### src/rtl/relu_maxpool_2x2.sv
// relu_maxpool_2x2: ReLU followed by 2x2 stride-2 max pooling on a raster
// ofmap stream. Top-row pair maxima are parked in a half-width register line
// buffer and merged with the bottom-row pair maxima to form each output.
// A frame whose length disagrees with the upstream end-of-frame pulse sets a
// sticky error flag.
module relu_maxpool_2x2 #(
  parameter int DATA_W = 16,
  parameter int OF_W   = 4,
  parameter int OF_H   = 4
) (
  input  logic              clk,
  input  logic              rst_n,
  input  logic [DATA_W-1:0] din,
  input  logic              din_valid,
  input  logic              conv_done,
  input  logic              clear,
  output logic [DATA_W-1:0] pool_out,
  output logic              pool_valid,
  output logic              frame_done,
  output logic              frame_err
);

  localparam int COL_W = $clog2(OF_W);
  localparam int ROW_W = $clog2(OF_H);
  localparam int LB_N  = OF_W / 2;
  localparam int LB_W  = (LB_N > 1) ? $clog2(LB_N) : 1;

  typedef enum logic {
    ROW_TOP = 1'b0,
    ROW_BOT = 1'b1
  } row_state_e;

  // Unsigned maximum of two post-ReLU values.
  function automatic logic [DATA_W-1:0] umax(input logic [DATA_W-1:0] a,
                                             input logic [DATA_W-1:0] b);
    return (a > b) ? a : b;
  endfunction

  row_state_e        state_r, state_nx;
  logic [COL_W-1:0]  col_r, col_nx;
  logic [ROW_W-1:0]  row_r, row_nx;
  logic [DATA_W-1:0] hold_r, hold_nx;
  logic [DATA_W-1:0] lbuf_r [LB_N];
  logic [DATA_W-1:0] lbuf_nx [LB_N];
  logic [DATA_W-1:0] pool_out_nx;
  logic              pool_valid_nx;
  logic              frame_done_nx;
  logic              frame_err_nx;

  logic [DATA_W-1:0] relu_s;
  logic [DATA_W-1:0] pm_s;
  logic [LB_W-1:0]   lb_idx_s;
  logic              col_last_s;
  logic              row_last_s;

  // Next-state, datapath and output computation; clear wins over everything,
  // a same-cycle sample is applied before any conv_done realignment.
  always_comb begin
    relu_s     = din[DATA_W-1] ? {DATA_W{1'b0}} : din;
    pm_s       = umax(hold_r, relu_s);
    lb_idx_s   = LB_W'(col_r >> 1);
    col_last_s = (col_r == COL_W'(OF_W - 1));
    row_last_s = (row_r == ROW_W'(OF_H - 1));

    state_nx      = state_r;
    col_nx        = col_r;
    row_nx        = row_r;
    hold_nx       = hold_r;
    lbuf_nx       = lbuf_r;
    pool_out_nx   = pool_out;
    pool_valid_nx = 1'b0;
    frame_done_nx = 1'b0;
    frame_err_nx  = frame_err;

    if (clear) begin
      state_nx     = ROW_TOP;
      col_nx       = {COL_W{1'b0}};
      row_nx       = {ROW_W{1'b0}};
      hold_nx      = {DATA_W{1'b0}};
      pool_out_nx  = {DATA_W{1'b0}};
      frame_err_nx = 1'b0;
      for (int i = 0; i < LB_N; i++) begin
        lbuf_nx[i] = {DATA_W{1'b0}};
      end
    end else begin
      if (din_valid) begin
        // Raster position advance; the row state tracks row parity.
        if (col_last_s) begin
          col_nx = {COL_W{1'b0}};
          if (row_last_s) begin
            row_nx = {ROW_W{1'b0}};
          end else begin
            row_nx = row_r + ROW_W'(1);
          end
          case (state_r)
            ROW_TOP: state_nx = ROW_BOT;
            ROW_BOT: state_nx = ROW_TOP;
            default: state_nx = ROW_TOP;
          endcase
        end else begin
          col_nx = col_r + COL_W'(1);
        end

        // Even column parks the sample; odd column closes a horizontal pair.
        if (col_r[0]) begin
          case (state_r)
            ROW_TOP: lbuf_nx[lb_idx_s] = pm_s;
            ROW_BOT: begin
              pool_out_nx   = umax(lbuf_r[lb_idx_s], pm_s);
              pool_valid_nx = 1'b1;
            end
            default: pool_valid_nx = 1'b0;
          endcase
        end else begin
          hold_nx = relu_s;
        end

        frame_done_nx = row_last_s & col_last_s;
      end else begin
        frame_done_nx = 1'b0;
      end

      if (conv_done) begin
        if ((col_nx != {COL_W{1'b0}}) || (row_nx != {ROW_W{1'b0}})) begin
          frame_err_nx = 1'b1;
        end else begin
          frame_err_nx = frame_err;
        end
        col_nx   = {COL_W{1'b0}};
        row_nx   = {ROW_W{1'b0}};
        state_nx = ROW_TOP;
      end else begin
        frame_err_nx = frame_err;
      end
    end
  end

  // Row-parity state register.
  always_ff @(posedge clk or negedge rst_n) begin
    if (!rst_n) begin
      state_r <= ROW_TOP;
    end else begin
      state_r <= state_nx;
    end
  end

  // Counters, pair holding register, line buffer and registered outputs.
  always_ff @(posedge clk or negedge rst_n) begin
    if (!rst_n) begin
      col_r      <= {COL_W{1'b0}};
      row_r      <= {ROW_W{1'b0}};
      hold_r     <= {DATA_W{1'b0}};
      pool_out   <= {DATA_W{1'b0}};
      pool_valid <= 1'b0;
      frame_done <= 1'b0;
      frame_err  <= 1'b0;
      for (int i = 0; i < LB_N; i++) begin
        lbuf_r[i] <= {DATA_W{1'b0}};
      end
    end else begin
      col_r      <= col_nx;
      row_r      <= row_nx;
      hold_r     <= hold_nx;
      pool_out   <= pool_out_nx;
      pool_valid <= pool_valid_nx;
      frame_done <= frame_done_nx;
      frame_err  <= frame_err_nx;
      for (int i = 0; i < LB_N; i++) begin
        lbuf_r[i] <= lbuf_nx[i];
      end
    end
  end

endmodule

### config.mk
export PLATFORM = sky130hd
export DESIGN_NAME = relu_maxpool_2x2
export DESIGN_NICKNAME = d
export VERILOG_FILES = /design/src/rtl/relu_maxpool_2x2.sv
export SDC_FILE = /design/constraint.sdc
export NUM_CORES = 1
export LEC_CHECK = 0
export BUFFER_PORTS_ARGS = -buffer_cell sky130_fd_sc_hd__buf_2
export CAP_MARGIN = 20
export CORE_MARGIN = 10
export CORE_UTILIZATION = 50
export CTS_CLUSTER_DIAMETER = 40
export DETAILED_ROUTE_END_ITERATION = 8
export GPL_TIMING_DRIVEN = 0
export PLACE_DENSITY_LB_ADDON = 0.2
export SYNTH_ARGS = -nofsm -noshare
export SYNTH_HDL_FRONTEND = slang
export SYNTH_SLANG_ARGS = --single-unit
### constraint.sdc
create_clock -name clk -period 3.3 [get_ports clk]
set_input_delay 0.66 -clock clk [delete_from_list [all_inputs] [get_ports clk]]
set_output_delay 0.66 -clock clk [all_outputs]
set_load 0.005 [all_outputs]
==> reports/qor.yml, run 1 <==
crit_type: "primary input to flip-flop"
crit_required_ns: 3.57
start_util_pct: 51.6
outcome: "finished with violations"
crit_family: "compound AO/OA/AOI/OAI gates"
io_buffers: 37
finalSetupTns_ns: -12.97
io_pins: 40
leakagePower_nw: 2.49
ys_warn_count: 0
syn_to_final_growth_pct: 40.3
wirelength_mm: 13.1
detail_route.wl_per_cell_um: 20.0
n_antenna_cell: 0
rsz0062_at_grt: "yes"
final_cell_mix: "94 x nand2_1, 69 x dfrtp_1, 35 x buf_2, 32 x a21oi_1, 30 x o21ai_1"
grt_max_degree: 70
critical-path-max-stage-delay_ns: 0.55
insertion_delay_ns: 0.35
rows: 33
yosys.area_share.simple_pct: 16.2
path_clk_slew_ns: 0.08
num_vias: 3931
antenna_found_initial: 0
synthXorXnorAreaFrac_pct: 0.207
vdd_drop_max_mv: 0.193
violations: "negative setup slack"
nNetsFinal: 597
synth-edff-count: 0
synth-seq-area-share_pct: 40.8
ys_types: 47
cts_max_path_buffers: 2
synthCells: 471
path_max_fanout: 7
maxSlewViolCount: 0
worstPathArrival_ns: 4.50
cts_buffers: 9
final_common_cell: "nand2_1"
dieHeight_um: 112
avgSynthCellArea_um2: 8.99
die_x_um: 112
fin_crit_sh_pct: 128
synth_area_um2: 4240
drc: 0
hold_violations: 0
ys_ff_latch: 69
drive_above_1_share_pct: 38.3
grt.overflow.total: 0
core_um2: 8220
worst_setup_path_end_kind: "flip-flop"
synth_top_family_by_area: "compound AO/OA/AOI/OAI gates"
post-place-ws_ns: -1.50
die_area_um2: 12600
root_buffer: "clkbuf_8"
synthAdderAreaFrac_pct: 9.45
synth_top_flop_cell: "dfrtp_1"
cts.sinks: 69
worst-path-buf-inv: 6
ys_async_sr_fraction_pct: 100
grt_pass1_wl_mm: 20.5
min_path_type: "primary input to asynchronous set/reset pin"
cts_hold_buf: 0
htreeDepth: 3
post_drt_via_cell_ratio: 6.01
synth_compound_area_share_pct: 23.7
tightest_slew_ns: 1.03
cpMaxStageDelayCell: "o41a_1"
timing.fmax_mhz: 236
dp_hpwl_mm: 8.26
max_slew_margin_pct: 31.2
synthMuxAreaShare_pct: 4.70
ant_nets: 0
fin_skew_ns: 0.0108
finalCriticalPeriod_ns: 4.23
power_density_nw_per_um2: 371
first_pass_iters: 5
critPathLaunchType: "primary input"
setup_viol: 15
drt_iter0_drc: 273
tritoncts: "done"
drv_cap: 0
gp_congestion: 0.840
grt_usage_pct: 19.5
synth_nets: 524
grt_pass1_vias: 3997
crit_chain: "buf_12 -> clkbuf_16 -> nor2b_2 -> ha_1 -> nor2b_4 -> o211ai_1 -> a2111oi_4 -> o41a_1 -> buf_6 -> a21oi_4 -> ha_4 -> buf_6 -> a21oi_2 -> o21ai_1 -> a211oi_2 -> buf_4 -> a21bo_4 -> clkbuf_16 -> o21ai_2 -> o21bai_1"
fin_ws_ns: -0.930
## cells in the mapped netlist (2+ instances only)
| library cell | number | area (um^2) |
|---|---|---|
| nor2b_1 | 18 | 113 |
| or4_1 | 3 | 22.5 |
| o32ai_1 | 8 | 70.1 |
| mux2i_1 | 3 | 30.0 |
| nor3_1 | 10 | 50.1 |
| inv_1 | 21 | 78.8 |
| ha_1 | 32 | 400 |
| a21oi_2 | 2 | 17.5 |
| and2_1 | 3 | 18.8 |
| mux2_2 | 15 | 169 |
| nand2_1 | 96 | 360 |
| nand3_1 | 2 | 10.0 |
| nand4_1 | 4 | 25.0 |
| a21oi_1 | 43 | 215 |
| o21ai_0 | 41 | 205 |
| o32ai_2 | 5 | 81.3 |
| buf_2 | 4 | 20.0 |
| a21bo_2 | 2 | 20.0 |
| nor3b_1 | 3 | 22.5 |
| clkbuf_1 | 17 | 63.8 |
| dfrtp_1 | 69 | 1730 |
| a211oi_2 | 3 | 37.5 |
| buf_6 | 3 | 33.8 |
| nor2_1 | 9 | 33.8 |
| a211oi_1 | 12 | 90.1 |
| o21ai_1 | 22 | 110 |
## metal layers
metal  vias up  GRT usage (%)  share of wire (%)
li1       1833              -                  -
met1      1906           24.7                 42
met2       150           33.8                 49
met3        42           3.04                5.3
met4         0           5.16                3.6
met5         -              0                  0
## metrics by stage
stage / hold slack, ns / instances / total power, mW / instance area (um^2) / utilization, %
detailed placement: 0.467 / 613 / 1.23 / 4680 / 57.0
finish: 0.412 / 654 / 2.20 / 5950 / 72.4
global route: 0.500 / 654 / 2.28 / 5950 / 72.4
CTS: 0.473 / 645 / 2.12 / 5690 / 69.2
global placement: 0.456 / 613 / 1.22 / 4680 / 57.0
floorplan: 0.364 / 471 / 1.13 / 4370 / -
## repair_timing
item                                    in CTS  in global routing
cloned                                       3                  1
pin swaps                                   20                 25
resized for setup                          103                 33
buffers inserted                            13                  8
endpoints found under the setup margin      15                 15
## logic make-up after synthesis
logic type / Yosys count
buf+inv: 47
compound gates: 152
simple gates: 152
mux: 18
flops: 69
fa+ha+maj: 32
xor+xnor: 1
## power by group
group	total, mW	internal, mW	switching [mW]	leakage (nW)
combinational	0.556	0.243	0.314	1.42
sequential	0.875	0.856	0.0195	0.958
clock	0.773	0.426	0.347	0.110
total	2.20	1.52	0.680	2.49
## flip-flops by register name (all words and copies together) (netlist names)
name,count
hold_r,15
lbuf_r,30
col_r,2
row_r,2
frame_err,1
pool_valid,1
state_r,1
frame_done,1
pool_out,16
## worst paths after layout
path | start | end | slack [ns] | cells after the start
min in group clk | pool_out[15]$_DFFE_PN0P_ | pool_out[15]$_DFFE_PN0P_ | 0.49 | 1
min reg2reg | pool_out[15]$_DFFE_PN0P_ | pool_out[15]$_DFFE_PN0P_ | 0.49 | 1
max reg2reg | hold_r[1]$_DFFE_PN0P_ | pool_out[0]$_DFFE_PN0P_ | -0.70 | 17
min | rst_n | lbuf_r[18]$_DFFE_PN0P_ | 0.41 | 1
max in group asynchronous | rst_n | pool_out[0]$_DFFE_PN0P_ | 2.29 | 1
max | din[15] | pool_out[0]$_DFFE_PN0P_ | -0.93 | 20
## layout make-up
cell class                 instances  area [um^2]
buffer                            26          214
clock buffer                      10          128
clock inverter                     6         87.6
fill                             524         2270
inverter                          21         78.8
multi-input combinational        355         3130
sequential                        69         1730
tap                              105          131
timing repair buffer              62          449
No activity file was read; power rests on OpenSTA's default activity.
==> run 2: changes to the inputs <==
CORE_MARGIN = not set   (was 10)
REMOVE_ABC_BUFFERS = 1   (was not set)
==> run 2 against run 1 <==
  * The run still ends with negative setup slack left
  * Clock-buffer cell count increased by 3
  * Utilization increased by 1.9 points
  * Worst hold slack improved by 0.026 ns
  * Via count increased by 9.7%
  * Wire length increased by 19%
  * Final cell count decreased by 0.15%
  * Register-to-register slack got worse by 0.47 ns
  * Non-clock buffer count decreased by 3
  * Die area decreased by 30%
  * Global-route usage increased by 15 points
  * Setup slack got worse by 0.36 ns
==> reports/qor.yml, run 2 (synthesis gave the netlist of run 1 again) <==
outcome: "finished with violations"
violations: "negative setup slack"
post_drt_via_cell_ratio: 6.60  # +9.9%
path_max_fanout: 9  # +2
die_area_um2: 8850  # -30%
drc: 0  # unchanged
grt_pass1_wl_mm: 22.1  # +8.0%
tightest_slew_ns: 1.06  # +0.0297 ns
top_register: "lbuf_r"
cpMaxStageDelayCell: "a2111oi_4"
root_buffer: "clkbuf_8"
drt_iter0_drc: 401  # +47%
cts.sinks: 69  # unchanged
worst-path-stages: 17  # -15%
critPathLaunchType: "primary input"
io_buffers: 39  # +5.4%
insertion_delay_ns: 0.36  # about the same
first_pass_iters: 7  # +2
biggestRegsByFlops: "lbuf_r x30, pool_out x16, hold_r x15"
fin_util_pct: 74.3  # +1.9 points
tritoncts: "done"
worst_setup_path_end_kind: "flip-flop"
wl_met3_mm: 1.32  # +91%
crit_type: "primary input to flip-flop"
place_area_um2: 4500  # -3.9%
grt_pass1_vias: 4214  # +5.4%
crit_chain: "bufbuf_16 -> nor2b_4 -> inv_2 -> ha_4 -> o211ai_1 -> a2111oi_4 -> o41a_4 -> buf_12 -> a21oi_4 -> ha_4 -> nand4_1 -> nor4_4 -> nand4_1 -> a21boi_4 -> buf_12 -> a211oi_2 -> o21ai_1"
ant_nets: 0  # unchanged
final_area_um2: 6100  # +2.7%
cts_max_path_buffers: 2  # unchanged
fin_total_pwr_mw: 2.42  # +9.9%
worst-path-buf-inv: 4  # -2
io_pins: 40  # unchanged
gp_congestion: 0.868  # +3.3%
syn_to_final_growth_pct: 44.1
n_fill_cell: 528  # +0.76%
finalCriticalPeriod_ns: 4.59  # +0.363 ns
rsz0062_at_grt: "yes"
reg2reg_depth: 15  # -2
worstPathArrival_ns: 4.82  # +0.32 ns
htreeDepth: 3  # unchanged
detail_route.wl_per_cell_um: 23.9  # +19%
wl_met2_mm: 7.56  # +17%
antenna_found_initial: 0  # unchanged
core_um2: 8220  # unchanged
setup_viol: 15  # unchanged
drt-met1-wl_mm: 5.66  # +2.9%
drive_above_1_share_pct: 42.9  # +4.6 points
hold_violations: 0  # unchanged
start_util_pct: 51.6  # unchanged
drv_cap: 0  # unchanged
wirelength_mm: 15.6  # +19%
holdWs_ns: 0.437  # +0.0256 ns
dieHeight_um: 94.1  # -16%
final_cell_mix: "94 x nand2_1, 69 x dfrtp_1, 37 x buf_2, 37 x buf_4, 34 x o21ai_1"
grt_max_degree: 70  # unchanged
path_clk_slew_ns: 0.08  # about the same
cts_buffers: 9  # unchanged
die_x_um: 94.1  # -16%
n_antenna_cell: 0  # unchanged
crit_required_ns: 3.53  # -0.04 ns
dp_hpwl_mm: 7.33  # -11%
nNetsFinal: 596  # -0.17%
critical-path-max-stage-delay_ns: 0.68  # +0.13 ns
crit_family: "compound AO/OA/AOI/OAI gates"
vdd_drop_max_mv: 0.203  # +5.1%
rows: 33  # unchanged
fin_skew_ns: 0.00839  # -0.00242 ns
fin_ws_ns: -1.29  # -0.363 ns
maxSlewViolCount: 0  # unchanged
max_slew_margin_pct: 29.4  # -1.8 points
grt.overflow.total: 0  # unchanged
highest_layer: "met4"
num_vias: 4313  # +9.7%
leakagePower_nw: 2.57  # +3.2%
min_path_type: "primary input to asynchronous set/reset pin"
power_density_nw_per_um2: 397  # +7.1%
final_common_cell: "nand2_1"
timing.fmax_mhz: 218  # -7.9%
fin_crit_sh_pct: 139  # +11 points
grt_usage_pct: 34.3  # +15 points
largest_reg_flops: 30  # unchanged
## run 2: changes by cell type in the layout (fill, tap and decap cells not counted), sizes merged
cell	previous run	this run
clkinv	4	0
a21bo	2	3
buf	69	84
clkbuf	29	13
bufinv	2	3
or4	3	4
bufbuf	0	1
## run 2: area by class of cell
class | count | area, um^2 | share of cell area [%]
sequential | 69 | 1730 | 28.3
clock buffer | 13 | 169 | 2.77
multi-input combinational | 357 | 3240 | 53.1
tap | 105 | 131 | 2.15
timing repair buffer | 85 | 667 | 10.9
inverter | 21 | 78.8 | 1.29
clock inverter | 3 | 90.1 | 1.48
## run 2: path summary, 6_finish.rpt
path	startpoint	endpoint	slack [ns]
hold / removal	rst_n	lbuf_r[17]$_DFFE_PN0P_	0.44
max in group asynchronous	rst_n	col_r[0]$_DFF_PN0_	2.27
setup reg to reg	hold_r[7]$_DFFE_PN0P_	pool_out[9]$_DFFE_PN0P_	-1.17
min in group clk	pool_out[3]$_DFFE_PN0P_	pool_out[3]$_DFFE_PN0P_	0.48
setup / recovery	din[15]	pool_out[9]$_DFFE_PN0P_	-1.29
hold reg to reg	pool_out[3]$_DFFE_PN0P_	pool_out[3]$_DFFE_PN0P_	0.48
## run 2: metal layers
metal,global-route usage (%),up-vias
met5,0,-
met4,22.3,0
met3,8.09,112
met2,57.1,299
met1,39.3,2073
li1,-,1829
## run 2: power by group
part | switching, mW | leakage [nW] | internal (mW) | total [mW]
logic | 0.365 | 1.48 | 0.271 | 0.636
clock network | 0.345 | 0.130 | 0.565 | 0.910
registers | 0.0216 | 0.958 | 0.856 | 0.877
total | 0.731 | 2.57 | 1.69 | 2.42
## run 2: what timing repair did
item,in CTS,in global routing
resized for setup,163,12
hold endpoints to repair,0,0
setup buffers,32,8
endpoints found under the setup margin,45,15
pin swaps,33,16
hold buffers,0,0
gates cloned,4,0
## run 2: per-stage QoR
| stage | TNS [ns] | setup slack [ns] | cells |
|---|---|---|---|
| 6_report | -17.18 | -1.29 | 653 |
| 4_1_cts | -7.28 | -0.551 | 645 |
| 3_3_place_gp | -91.01 | -3.45 | 589 |
| 3_5_place_dp | -65.14 | -2.86 | 593 |
| 5_1_grt | -18.67 | -1.39 | 653 |
| 2_1_floorplan | -34.23 | -1.76 | 445 |
==> run 3: changes to the inputs <==
CORE_UTILIZATION = 40   (was 50)
==> run 3 against run 2 <==
  * The flow still finishes with violations (negative setup slack)
  * Sequential share of layout area increased by 1.2 points
  * Worst hold slack got worse by 0.0041 ns
  * Critical path depth up 2
  * Clock power is 32% lower
  * Total power shrank 16%
  * Flip-flop and latch count unchanged
  * Wire length shrank 17%
  * Critical endpoint is now pool_out[5]$_DFFE_PN0P_
  * Largest cell class unchanged
  * Highest routed layer unchanged
==> reports/qor.yml, run 3 (synthesis gave the netlist of run 1 again) <==
reg2reg_depth: 16  # +1
fin_util_pct: 57.0  # -17 points
min_path_type: "primary input to asynchronous set/reset pin"
dp_cells: 623  # +5.1%
die_area_um2: 11000  # +24%
rr_endpoint: "pool_out[5]$_DFFE_PN0P_"
drc: 0  # unchanged
num_vias: 3895  # -9.7%
instances_no_fill: 684  # +4.7%
crit_required_ns: 3.58  # +0.05 ns
n_antenna_cell: 0  # unchanged
p_comb_share_pct: 26.3  # about the same
cts_buffers: 9  # unchanged
cpMaxStageDelayCell: "o41a_4"
tightest_slew_ns: 0.985  # -0.0739 ns
vdd_drop_max_mv: 0.197  # -3.3%
max_slew_margin_pct: 34.3  # +4.9 points
dieHeight_um: 105  # +12%
root_buffer: "clkbuf_8"
setup_viol: 15  # unchanged
grt_pass1_wl_mm: 20.5  # -7.4%
nNetsFinal: 597  # +0.17%
pwr-share-clk_pct: 30.6  # -6.9 points
top_register: "lbuf_r"
rows: 37  # +12%
crit_chain: "buf_16 -> nor2b_4 -> inv_2 -> ha_4 -> nor2b_4 -> o211ai_1 -> a2111oi_4 -> buf_4 -> o41a_4 -> buf_6 -> a21oi_4 -> ha_4 -> nand4_1 -> nor4_4 -> a21bo_4 -> a21boi_4 -> buf_6 -> a211oi_2 -> o21ai_1"
final_cell_mix: "96 x nand2_1, 69 x dfrtp_1, 37 x buf_2, 35 x buf_4, 33 x o21ai_0"
insertion_delay_ns: 0.36  # about the same
finalSetupTns_ns: -10.33  # +6.84 ns
outcome: "finished with violations"
cts_hold_buf: 0  # unchanged
seqPwrFrac_pct: 43.1  # +6.9 points
switchingPower_mw: 0.663  # -9.3%
worst_setup_path_end_kind: "flip-flop"
fin_crit_sh_pct: 122  # -17 points
cts_max_path_buffers: 2  # unchanged
drt_iter0_drc: 175  # -56%
largest_reg_flops: 30  # unchanged
critical-path-max-stage-delay_ns: 0.54  # -0.14 ns
syn_to_final_growth_pct: 38.3
hold_violations: 0  # unchanged
power_density_nw_per_um2: 347  # -13%
antenna_found_initial: 0  # unchanged
path_max_fanout: 8  # -1
io_buffers: 39  # unchanged
post-place-ws_ns: -2.98  # -0.116 ns
io_pins: 40  # unchanged
grt_pass1_vias: 3938  # -6.5%
gp_congestion: 0.867  # -0.12%
grt_max_degree: 70  # unchanged
biggestRegsByFlops: "lbuf_r x30, pool_out x16, hold_r x15"
first_pass_iters: 4  # -3
start_util_pct: 41.2  # -10 points
worstPathArrival_ns: 4.32  # -0.50 ns
leakagePower_nw: 2.50  # -3.0%
ant_nets: 0  # unchanged
critPathLaunchType: "primary input"
wirelength_mm: 12.9  # -17%
detail_route.wl_per_cell_um: 18.9  # -21%
post_drt_via_cell_ratio: 5.69  # -14%
maxSlewViolCount: 0  # unchanged
fin_ws_ns: -0.731  # +0.562 ns
crit_type: "primary input to flip-flop"
violations: "negative setup slack"
drv_cap: 0  # unchanged
timing.fmax_mhz: 248  # +14%
finalCriticalPeriod_ns: 4.03  # -0.562 ns
die_x_um: 105  # +12%
holdWs_ns: 0.433  # -0.00413 ns
dp_hpwl_mm: 7.30  # -0.32%
grt.overflow.total: 0  # unchanged
htreeDepth: 3  # unchanged
rsz0062_at_grt: "yes"
p_int_mw: 1.37  # -19%
fin_skew_ns: 0.00945  # +0.00107 ns
drive_above_1_share_pct: 39.6  # -3.3 points
path_clk_slew_ns: 0.08  # about the same
switching_share_pct: 32.7  # +2.5 points
core_um2: 10300  # +25%
cts.sinks: 69  # unchanged
final_common_cell: "nand2_1"
r2r-start: "hold_r[1]$_DFFE_PN0P_"
tritoncts: "done"
r2r_setup_slack_ns: -0.61  # +0.56 ns
grt_usage_pct: 24.2  # -10 points
## run 3: how the worst max path moves through the flow
stage | start | to | cells past startpoint
6_report | din[15] | pool_out[5]$_DFFE_PN0P_ | 19
5_1_grt | din[15] | pool_out[12]$_DFFE_PN0P_ | 17
4_1_cts | din[15] | pool_out[4]$_DFFE_PN0P_ | 18
3_5_place_dp | din[15] | pool_out[8]$_DFFE_PN0P_ | 16
3_3_place_gp | din[15] | pool_out[6]$_DFFE_PN0P_ | 15
2_1_floorplan | din[14] | pool_out[6]$_DFFE_PN0P_ | 14
## run 3: repair_timing
action,CTS,global route
resized for setup,114,29
endpoints found under the setup margin,45,15
gates cloned,5,1
pin swaps,28,16
setup buffers,32,7
hold endpoints to repair,0,0
## run 3: critical path: cells and delay by family
family | cells | cell delay (ns)
buffers and inverters | 5 | 0.71
AO/OA/AOI/OAI | 8 | 1.89
adder cells (fa/ha/maj) | 2 | 0.37
AND/OR/NAND/NOR | 4 | 0.65
## run 3: per-layer routing
layer,share of wire (%),vias up,GRT usage [%]
met4,2.3,0,10.5
li1,-,1838,-
met5,0,-,0
met3,3.6,28,3.93
met1,45,1933,31.2
met2,49,96,40.2
## run 3: power groups by stage
stage / Combinational [mW] / Clock, mW / Sequential, mW
floorplan: 0.198 / 0 / 0.882
global placement: 0.299 / 0 / 0.885
detailed placement: 0.308 / 0 / 0.885
CTS: 0.469 / 0.630 / 0.873
global route: 0.571 / 0.662 / 0.877
finish: 0.535 / 0.622 / 0.875
## run 3: area by class of cell
class	instances	area, um^2
clock inverters	2	10.0
fillers	872	4420
repair buffers	84	624
multi-input cells	359	3100
inverters	21	78.8
well taps	136	170
flip-flops and latches	69	1730
clock buffers	13	149
## run 3: metrics by stage
step | area [um^2] | total power [mW]
global route | 5860 | 2.11
CTS | 5620 | 1.97
floorplan | 4110 | 1.08
global placement | 4470 | 1.18
detailed placement | 4520 | 1.19
finish | 5860 | 2.03
